$ cat src/rtl/mux64_scan_ctrl_pkg.sv
// Shared constants and FSM state type for the 64-channel mux scan controller.
package mux64_scan_pkg;
  localparam int CH_W = 6;
  localparam int N_CH = 64;

  typedef enum logic [1:0] {
    IDLE = 2'd0,
    SCAN = 2'd1,
    HOLD = 2'd2
  } scan_state_e;
endpackage

$ cat src/rtl/mux64_scan_ctrl_if.sv
// Bus between the scan controller and its requester/consumer; cont exists only
// when MUX64_SCAN_CONT_EN is defined.
interface mux64_scan_ctrl_if;
  import mux64_scan_pkg::*;

  logic            start;
  logic [CH_W-1:0] first_ch;
  logic [CH_W-1:0] last_ch;
  logic            mux_out;
  logic [CH_W-1:0] sel;
  logic [N_CH-1:0] snap;
  logic            snap_valid;
  logic            snap_ready;
  logic            busy;
`ifdef MUX64_SCAN_CONT_EN
  logic            cont;

  modport master (
    output start, first_ch, last_ch, mux_out, snap_ready, cont,
    input  sel, snap, snap_valid, busy
  );
  modport slave (
    input  start, first_ch, last_ch, mux_out, snap_ready, cont,
    output sel, snap, snap_valid, busy
  );
`else
  modport master (
    output start, first_ch, last_ch, mux_out, snap_ready,
    input  sel, snap, snap_valid, busy
  );
  modport slave (
    input  start, first_ch, last_ch, mux_out, snap_ready,
    output sel, snap, snap_valid, busy
  );
`endif
endinterface

$ cat src/rtl/mux64_scan_ctrl_dwell_cnt.sv
// Settle counter: counts 0..SETTLE_CYCLES-1 and wraps; held at 0 while clear.
module mux64_dwell_cnt #(
  parameter int SETTLE_CYCLES = 2
) (
  input  logic clk,
  input  logic rst,
  input  logic clear,
  output logic last
);
  localparam logic [7:0] TERM = 8'(SETTLE_CYCLES - 1);

  logic [7:0] cnt_q;

  always_ff @(posedge clk) begin
    if (rst || clear || last) begin
      cnt_q <= 8'd0;
    end else begin
      cnt_q <= cnt_q + 8'd1;
    end
  end

  assign last = (cnt_q == TERM);
endmodule

$ cat src/rtl/mux64_scan_ctrl.sv
// Scans a channel range through mux64x1 and presents a 64-bit snapshot on a
// valid/ready handshake. Define MUX64_SCAN_CONT_EN for continuous rescans via cont.
module mux64_scan_ctrl
  import mux64_scan_pkg::*;
#(
  parameter int SETTLE_CYCLES = 2
) (
  input  logic               clk,
  input  logic               rst,
  mux64_scan_ctrl_if.slave   bus
);
  scan_state_e     state_q;
  logic [CH_W-1:0] sel_q;
  logic [CH_W-1:0] last_q;
  logic [N_CH-1:0] snap_q;
  logic            snap_valid_q;
  logic            busy_q;
`ifdef MUX64_SCAN_CONT_EN
  logic [CH_W-1:0] first_q;
`endif

  logic            dwell_last;
  logic [N_CH-1:0] samp_hot;
  logic [N_CH-1:0] snap_d;

  // Counter only runs in SCAN, so it restarts at 0 on every entry.
  mux64_dwell_cnt #(.SETTLE_CYCLES(SETTLE_CYCLES)) u_dwell (
    .clk   (clk),
    .rst   (rst),
    .clear (state_q != SCAN),
    .last  (dwell_last)
  );

  genvar gi;
  for (gi = 0; gi < N_CH; gi++) begin : g_hot
    assign samp_hot[gi] = (sel_q == CH_W'(gi));
  end

  assign snap_d = (snap_q & ~samp_hot) | (samp_hot & {N_CH{bus.mux_out}});

  always_ff @(posedge clk) begin
    if (rst) begin
      state_q      <= IDLE;
      sel_q        <= '0;
      last_q       <= '0;
      snap_q       <= '0;
      snap_valid_q <= 1'b0;
      busy_q       <= 1'b0;
`ifdef MUX64_SCAN_CONT_EN
      first_q      <= '0;
`endif
    end else begin
      case (state_q)
        IDLE: begin
          if (bus.start) begin
`ifdef MUX64_SCAN_CONT_EN
            first_q <= bus.first_ch;
`endif
            last_q  <= bus.last_ch;
            sel_q   <= bus.first_ch;
            snap_q  <= '0;
            busy_q  <= 1'b1;
            state_q <= SCAN;
          end
        end
        SCAN: begin
          if (dwell_last) begin
            snap_q <= snap_d;
            if (sel_q == last_q) begin
              state_q      <= HOLD;
              snap_valid_q <= 1'b1;
            end else begin
              sel_q <= sel_q + 1'b1;
            end
          end
        end
        HOLD: begin
          // snap_valid is high for the whole of HOLD, so ready alone completes the handshake.
          if (bus.snap_ready) begin
            snap_valid_q <= 1'b0;
`ifdef MUX64_SCAN_CONT_EN
            if (bus.cont) begin
              sel_q   <= first_q;
              snap_q  <= '0;
              state_q <= SCAN;
            end else begin
              busy_q  <= 1'b0;
              state_q <= IDLE;
            end
`else
            busy_q  <= 1'b0;
            state_q <= IDLE;
`endif
          end
        end
        default: begin
          state_q      <= IDLE;
          snap_valid_q <= 1'b0;
          busy_q       <= 1'b0;
        end
      endcase
    end
  end

  assign bus.sel        = sel_q;
  assign bus.snap       = snap_q;
  assign bus.snap_valid = snap_valid_q;
  assign bus.busy       = busy_q;
endmodule

$ cat src/flat_wrapper.sv
// flat-port wrapper written by rule: the top's interface ports become plain ports
module mux64_scan_ctrl_flat import mux64_scan_pkg::*;
#(
  parameter int SETTLE_CYCLES = 2
)
  (clk, rst, bus_start, bus_first_ch, bus_last_ch, bus_mux_out, bus_snap_ready, bus_sel, bus_snap, bus_snap_valid, bus_busy);
  mux64_scan_ctrl_if bus_i ();
  input  logic clk;
  input  logic rst;
  input wire logic [$bits(bus_i.start)-1:0] bus_start;
  input wire logic [$bits(bus_i.first_ch)-1:0] bus_first_ch;
  input wire logic [$bits(bus_i.last_ch)-1:0] bus_last_ch;
  input wire logic [$bits(bus_i.mux_out)-1:0] bus_mux_out;
  input wire logic [$bits(bus_i.snap_ready)-1:0] bus_snap_ready;
  output wire logic [$bits(bus_i.sel)-1:0] bus_sel;
  output wire logic [$bits(bus_i.snap)-1:0] bus_snap;
  output wire logic [$bits(bus_i.snap_valid)-1:0] bus_snap_valid;
  output wire logic [$bits(bus_i.busy)-1:0] bus_busy;
  assign bus_i.start = bus_start;
  assign bus_i.first_ch = bus_first_ch;
  assign bus_i.last_ch = bus_last_ch;
  assign bus_i.mux_out = bus_mux_out;
  assign bus_i.snap_ready = bus_snap_ready;
  assign bus_sel = bus_i.sel;
  assign bus_snap = bus_i.snap;
  assign bus_snap_valid = bus_i.snap_valid;
  assign bus_busy = bus_i.busy;
  mux64_scan_ctrl #(.SETTLE_CYCLES(SETTLE_CYCLES)) u_core (.clk(clk), .rst(rst), .bus(bus_i));
endmodule
$ cat config.mk
export PLATFORM = sky130hd
export DESIGN_NAME = mux64_scan_ctrl_flat
export DESIGN_NICKNAME = d
export VERILOG_FILES = /design/src/rtl/mux64_scan_ctrl_pkg.sv /design/src/rtl/mux64_scan_ctrl_if.sv /design/src/rtl/mux64_scan_ctrl_dwell_cnt.sv /design/src/rtl/mux64_scan_ctrl.sv /design/src/flat_wrapper.sv
export SDC_FILE = /design/constraint.sdc
export NUM_CORES = 1
export LEC_CHECK = 0
export ABC_CLOCK_PERIOD_IN_PS = 3200
export CORE_ASPECT_RATIO = 1.4
export CORE_MARGIN = 3
export CORE_UTILIZATION = 40
export DETAILED_ROUTE_END_ITERATION = 12
export HOLD_SLACK_MARGIN = 0.02
export PLACE_DENSITY = 0.65
export RECOVER_POWER = 25
export REMOVE_ABC_BUFFERS = 1
export SYNTH_ARGS = -nofsm -noshare
export SYNTH_HDL_FRONTEND = slang
export SYNTH_SLANG_ARGS = --single-unit
$ cat constraint.sdc
create_clock -name clk -period 3.2 [get_ports clk]
set_input_delay 0.32 -clock clk [delete_from_list [all_inputs] [get_ports clk]]
set_output_delay 0.32 -clock clk [all_outputs]
set_load 0.02 [all_outputs]
# After elaboration in Yosys (flattened, before gate mapping)
# Index checks and enable logic that the tools add are counted.
# word_totals
out_inout_bits	72
mem_count	0
latchBits	0
mem_bits_ro	0
reg_bits	88
ram_bits	0
input_bits	17
wordCells	117
# classes
bitwise	6
add_sub_neg	2
n_shift	0
div	0
eq_ne	73
mux	18
order_cmp	0
multipliers	0
reduce_logical	11
# op_table
cell	count
== test 6 bit (second input constant)	32
AND 64 bit	2
2-to-1 mux 64 bit	2
one-hot mux 64 bit (2 select lines)	1
== test 6 x 5 -> 1 bit (second input constant)	16
inverter 64 bit	1
OR 64 bit	1
== test 6 x 4 -> 1 bit (second input constant)	8
== test 6 x 3 -> 1 bit (second input constant)	4
2-to-1 mux 6 bit	3
== test 6 x 2 -> 1 bit (second input constant)	2
one-hot mux 6 bit (2 select lines)	1
AND reduction 4 bit	3
adder 8 x 1 -> 8 bit (second input constant)	1
== test 8 x 1 -> 1 bit (second input constant)	1
2-to-1 mux 2 bit	4
!= test 2 bit (second input constant)	4
adder 6 x 1 -> 6 bit (second input constant)	1
== test 6 x 1 -> 1 bit (second input constant)	1
== test 6 bit	1
logical NOT 6 bit	1
one-hot mux 1 bit (3 select lines)	2
one-hot mux 2 bit (3 select lines)	1
AND reduction 3 bit	2
other kinds (9)	15

# Logic depth before layout (Yosys ltp)
# logic_depth
ltp_word	6
depth_mapped	9
mapped_depth_nobuf	7

# Hierarchy
# From an unflattened synthesis, not the netlist that was laid out.
# unflattened
hier_cells	549
area_unflattened_um2	4339.2
# modules_own_cells
module	n_inst	area_each_um2	cells_per_inst	seq_area_each_um2
mux64_scan_ctrl	1	3970.1	510	1601.5
mux64_dwell_cnt	1	369.1	39	160.2

# Worst setup path after synthesis
# Ideal clock, no wire load.
# synth_timing
kind	flip-flop to flip-flop
startpoint	register u_core.u_dwell.cnt_q[0]
endpoint	register u_core.sel_q[2], in the netlist u_core.bus.sel[2]
arrival_ps	2161
n_path_buf	2
period_less_slack_ps	2256
stages_incl_launch_ff	9
setup_slack_ps	944
setup_time_ps	95
path_cell_list	dfxtp_1 > ha_1 > or4b_4 > buf_6 > o32a_4 > o21ba_2 > buf_4 > o21ai_0 > a221oi_1
# synth_between
elab_chain_cells	3
# synth_rtl
item	line	rtl
start: declaration	mux64_scan_ctrl_dwell_cnt.sv:12	logic [7:0] cnt_q;
start signal: assignment	mux64_scan_ctrl_dwell_cnt.sv:18	cnt_q <= cnt_q + 8'd1;
== test 8 x 1 -> 1 bit	mux64_scan_ctrl_dwell_cnt.sv:22	assign last = (cnt_q == TERM);
!= test 2 bit (no source line)	n/a	
AND reduction 4 bit (no source line)	n/a	
end signal: assignment	mux64_scan_ctrl.sv:60	sel_q <= bus.first_ch;
end signal: assignment	mux64_scan_ctrl.sv:73	sel_q <= sel_q + 1'b1;
end: declaration	mux64_scan_ctrl.sv:13	logic [CH_W-1:0] sel_q;
# No other way between the ends.
# A chain may end at the register's enable or synchronous reset.

# Worst setup path after layout
# layout_timing
startpoint	register u_core.u_dwell.cnt_q[0]
endpoint	register u_core.snap_q[38], in the netlist u_core.bus.snap[38]
# layout_between
elab_chain_cells	3
# layout_rtl
item	line	rtl
== test 8 x 1 -> 1 bit	mux64_scan_ctrl_dwell_cnt.sv:22	
!= test 2 bit (no source line)	n/a	
AND reduction 3 bit (no source line)	n/a	
end signal: assignment	mux64_scan_ctrl.sv:68	snap_q <= snap_d;
end: declaration	mux64_scan_ctrl.sv:15	logic [N_CH-1:0] snap_q;
# No other way between the ends.

==> reports/results.ini <==
[drt]
drtIter0Drc=263
drt-total-wl_um=12600
wire_per_inst_um=17.8
vias=4013
dr.pass1.iters=5
drc=0
final_antenna_net_count=0
avgViaCountPerCell=5.68

[final_layout]
drive_gt1_share_pct=6.99
nets=591
n_antenna_cell=0
syn_to_final_growth_pct=31.9
fill_cells=940

[die]
dieArea_um2=11500
std_cell_rows=43
ioPinCount=89
fp.dieW_um=91.5
initial_core_util_pct=41.2
die_y_um=126
design.core.area_um2=9950

[power]
power_mw=2.60
p_leak_nw=2.01
pwr_density_cell_nw_per_um2=481
ir_worst_vdd_mv=0.267

[clock_tree]
postCtsSetupBuffers=0
clock-sinks=88
cts_resized=0
path_clk_slew_ps=60
clock_path_buffers=2
clk_latency_ps=340
cts_hold_buf=0
ctsHtreeMaxLevel=3
cts_buffers=9
root_buffer=clkbuf_16
tritoncts=yes

[setup_path]
path_max_fanout=16
cp-start-kind=register
cp.required_ps=3450
crit_type=register to register
worstPathArrival_ps=2940
critPathSlowestCell=nor3b_4
path_cells=ha_1 -> or4b_4 -> o32a_4 -> nor3b_4 -> a21oi_1 -> nor3_1
cp_top_family=simple AND/OR/NAND/NOR gates
crit_path_max_incr_delay_ps=680
path_buf_inv=0
critPathCaptureType=register

[global_routing]
antenna_found_initial=0
grt_pass1_wl_um=20400
grt_start_max_net_pins=37
use_met2_pct=39.6
overflow=0
grtUsageMet1_pct=26.5
grt_pass1_vias=3970
grt_busiest_layer=met2
track_usage_pct=22.2
gr-usage-met3_pct=2.99

[timing]
finalHoldViolCount=0
min_period_over_period_pct=84.2
fmax_ghz=0.371
setup_viol_count_final=0
finalClockSkew_ps=6.23
tns_ps=0
fin_crit_ps=2690
rsz0062_at_grt=false
max_slew.worst_pin.slew_ps=954
finalMaxSlewViolations=0
relSlewSlack_pct=36.3

[hold_path]
hold_class=register to register

[placed_design]
io_buffers=88
place_congestion=0.897
dp_hpwl_um=8840

[outcome]
status=complete, no violations

[logic_synthesis]
synthArstFlopShare_pct=0
synthFlopType=dfxtp_1
synth-seq-cells=88
synth-edff-count=0
synth_cells=490
synthTopCellsByArea=dfxtp_1, a32o_1, a21oi_1, nand2_1, nor2_1
synthTopCellsByCount=dfxtp_1, nand2_1, a21oi_1
post_synth_num_cell_types=48
yosysMostFrequentCell=dfxtp_1
synth_area_um2=4100
avgSynthCellArea_um2=8.36
ys_seq_area_share_pct=43.0
netlist.area_leader.share_pct=43.0
yosysTopAreaCell=dfxtp_1
yosys_warnings=0

[flow_run]
cap_viol_max_count=0

==> per-stage QoR <==
| stage | utilization [%] | std cells | cell area, um2 | hold WS, ps | setup WS [ps] |
|---|---|---|---|---|---|
| 6_report | 54.3 | 707 | 5400 | 453 | 507 |
| 5_1_grt | 54.3 | 707 | 5400 | 491 | 318 |
| 4_1_cts | 54.3 | 707 | 5400 | 453 | 543 |
| 3_5_place_dp | 51.3 | 692 | 5100 | 439 | 571 |
| 3_3_place_gp | 51.3 | 692 | 5100 | 444 | 683 |
| 2_1_floorplan | - | 453 | 3930 | 389 | 742 |
==> cells in the final DEF (no fill, tap or decap), types with 2 or more instances in the layout <==
cell type	netlist	routed
buf_4	2	16
o21ai_1	2	2
o41ai_2	2	2
a21oi_1	60	60
dlygate4sd3_1	0	40
nand2b_1	4	4
a41o_1	2	2
nor3_1	18	18
mux2i_1	6	6
a311oi_1	6	6
clkinv_2	0	2
bufinv_16	0	2
nor2_1	48	48
o31ai_1	3	3
a31oi_1	4	4
xnor2_1	7	7
a211oi_1	12	12
a32o_1	31	31
nor2b_1	6	6
clkbuf_16	0	9
or3_1	2	2
and3_1	6	6
clkbuf_1	27	2
inv_1	7	7
and2_1	8	8
nand3_1	15	15
or3b_2	2	2
ha_1	6	6
a221oi_1	2	2
nor4_1	2	2
nand3b_1	2	2
nand2_1	64	64
xor2_1	5	5
o21ai_0	19	19
clkdlybuf4s50_1	0	48
dfxtp_1	88	88
==> worst paths after layout <==
| kind | start | end | depth (start not counted) | slack, ps |
|---|---|---|---|---|
| setup / recovery | u_core.u_dwell.cnt_q[0] | u_core.bus.snap[38] | 6 | 510 |
| hold / removal | u_core.bus.snap_valid | u_core.bus.snap_valid | 2 | 450 |
| setup reg to reg | u_core.u_dwell.cnt_q[0] | u_core.bus.snap[38] | 6 | 510 |
| hold reg to reg | u_core.bus.snap_valid | u_core.bus.snap_valid | 2 | 450 |
==> kinds of logic (layout without fill, tap and decap cells) <==
kind of cell,count (synthesis),after routing,share of synthesized area [%]
AND/OR/NAND/NOR,186,186,21.4
flip-flops,88,88,43.0
XOR/XNOR,12,12,2.56
AO/OA/AOI/OAI,147,147,25.0
multiplexers,6,6,1.47
buffers and inverters,45,127,4.79
adder cells (fa/ha/maj),6,6,1.83
==> layout make-up <==
class,instances,area [um2],share of cell area [%]
Clock buffer,11,233,4.31
Clock inverter,4,70.1,1.30
Tap cell,135,169,3.13
Timing Repair Buffer,104,1000,18.5
Inverter,8,30.0,0.556
Sequential cell,88,1760,32.6
Multi-Input combinational cell,357,2140,39.6
==> registers in the layout, summed over array words and instances, names as in the netlist <==
name                   flops
u_core.bus.sel             6
u_core.state_q             2
u_core.u_dwell.cnt_q       8
u_core.bus.snap           64
u_core.bus.busy            1
u_core.last_q              6
u_core.bus.snap_valid      1
==> power breakdown <==
part	total [mW]	switching (mW)	internal [mW]	leakage, nW
Sequential	1.16	0.0416	1.11	0.712
Combinational	0.352	0.221	0.130	1.15
Clock	1.09	0.413	0.677	0.149
==> worst min-delay path: stages, from the launching register on <==
cell	delay, ps
dfxtp_1	310
inv_1	50
a21oi_1	50
==> routing by layer <==
layer,wire length [um],vias up
li1,-,1926
met3,690,27
met5,0,-
met1,5020,1903
met4,250,0
met2,6600,157
Power figures use the tool's default switching activity.
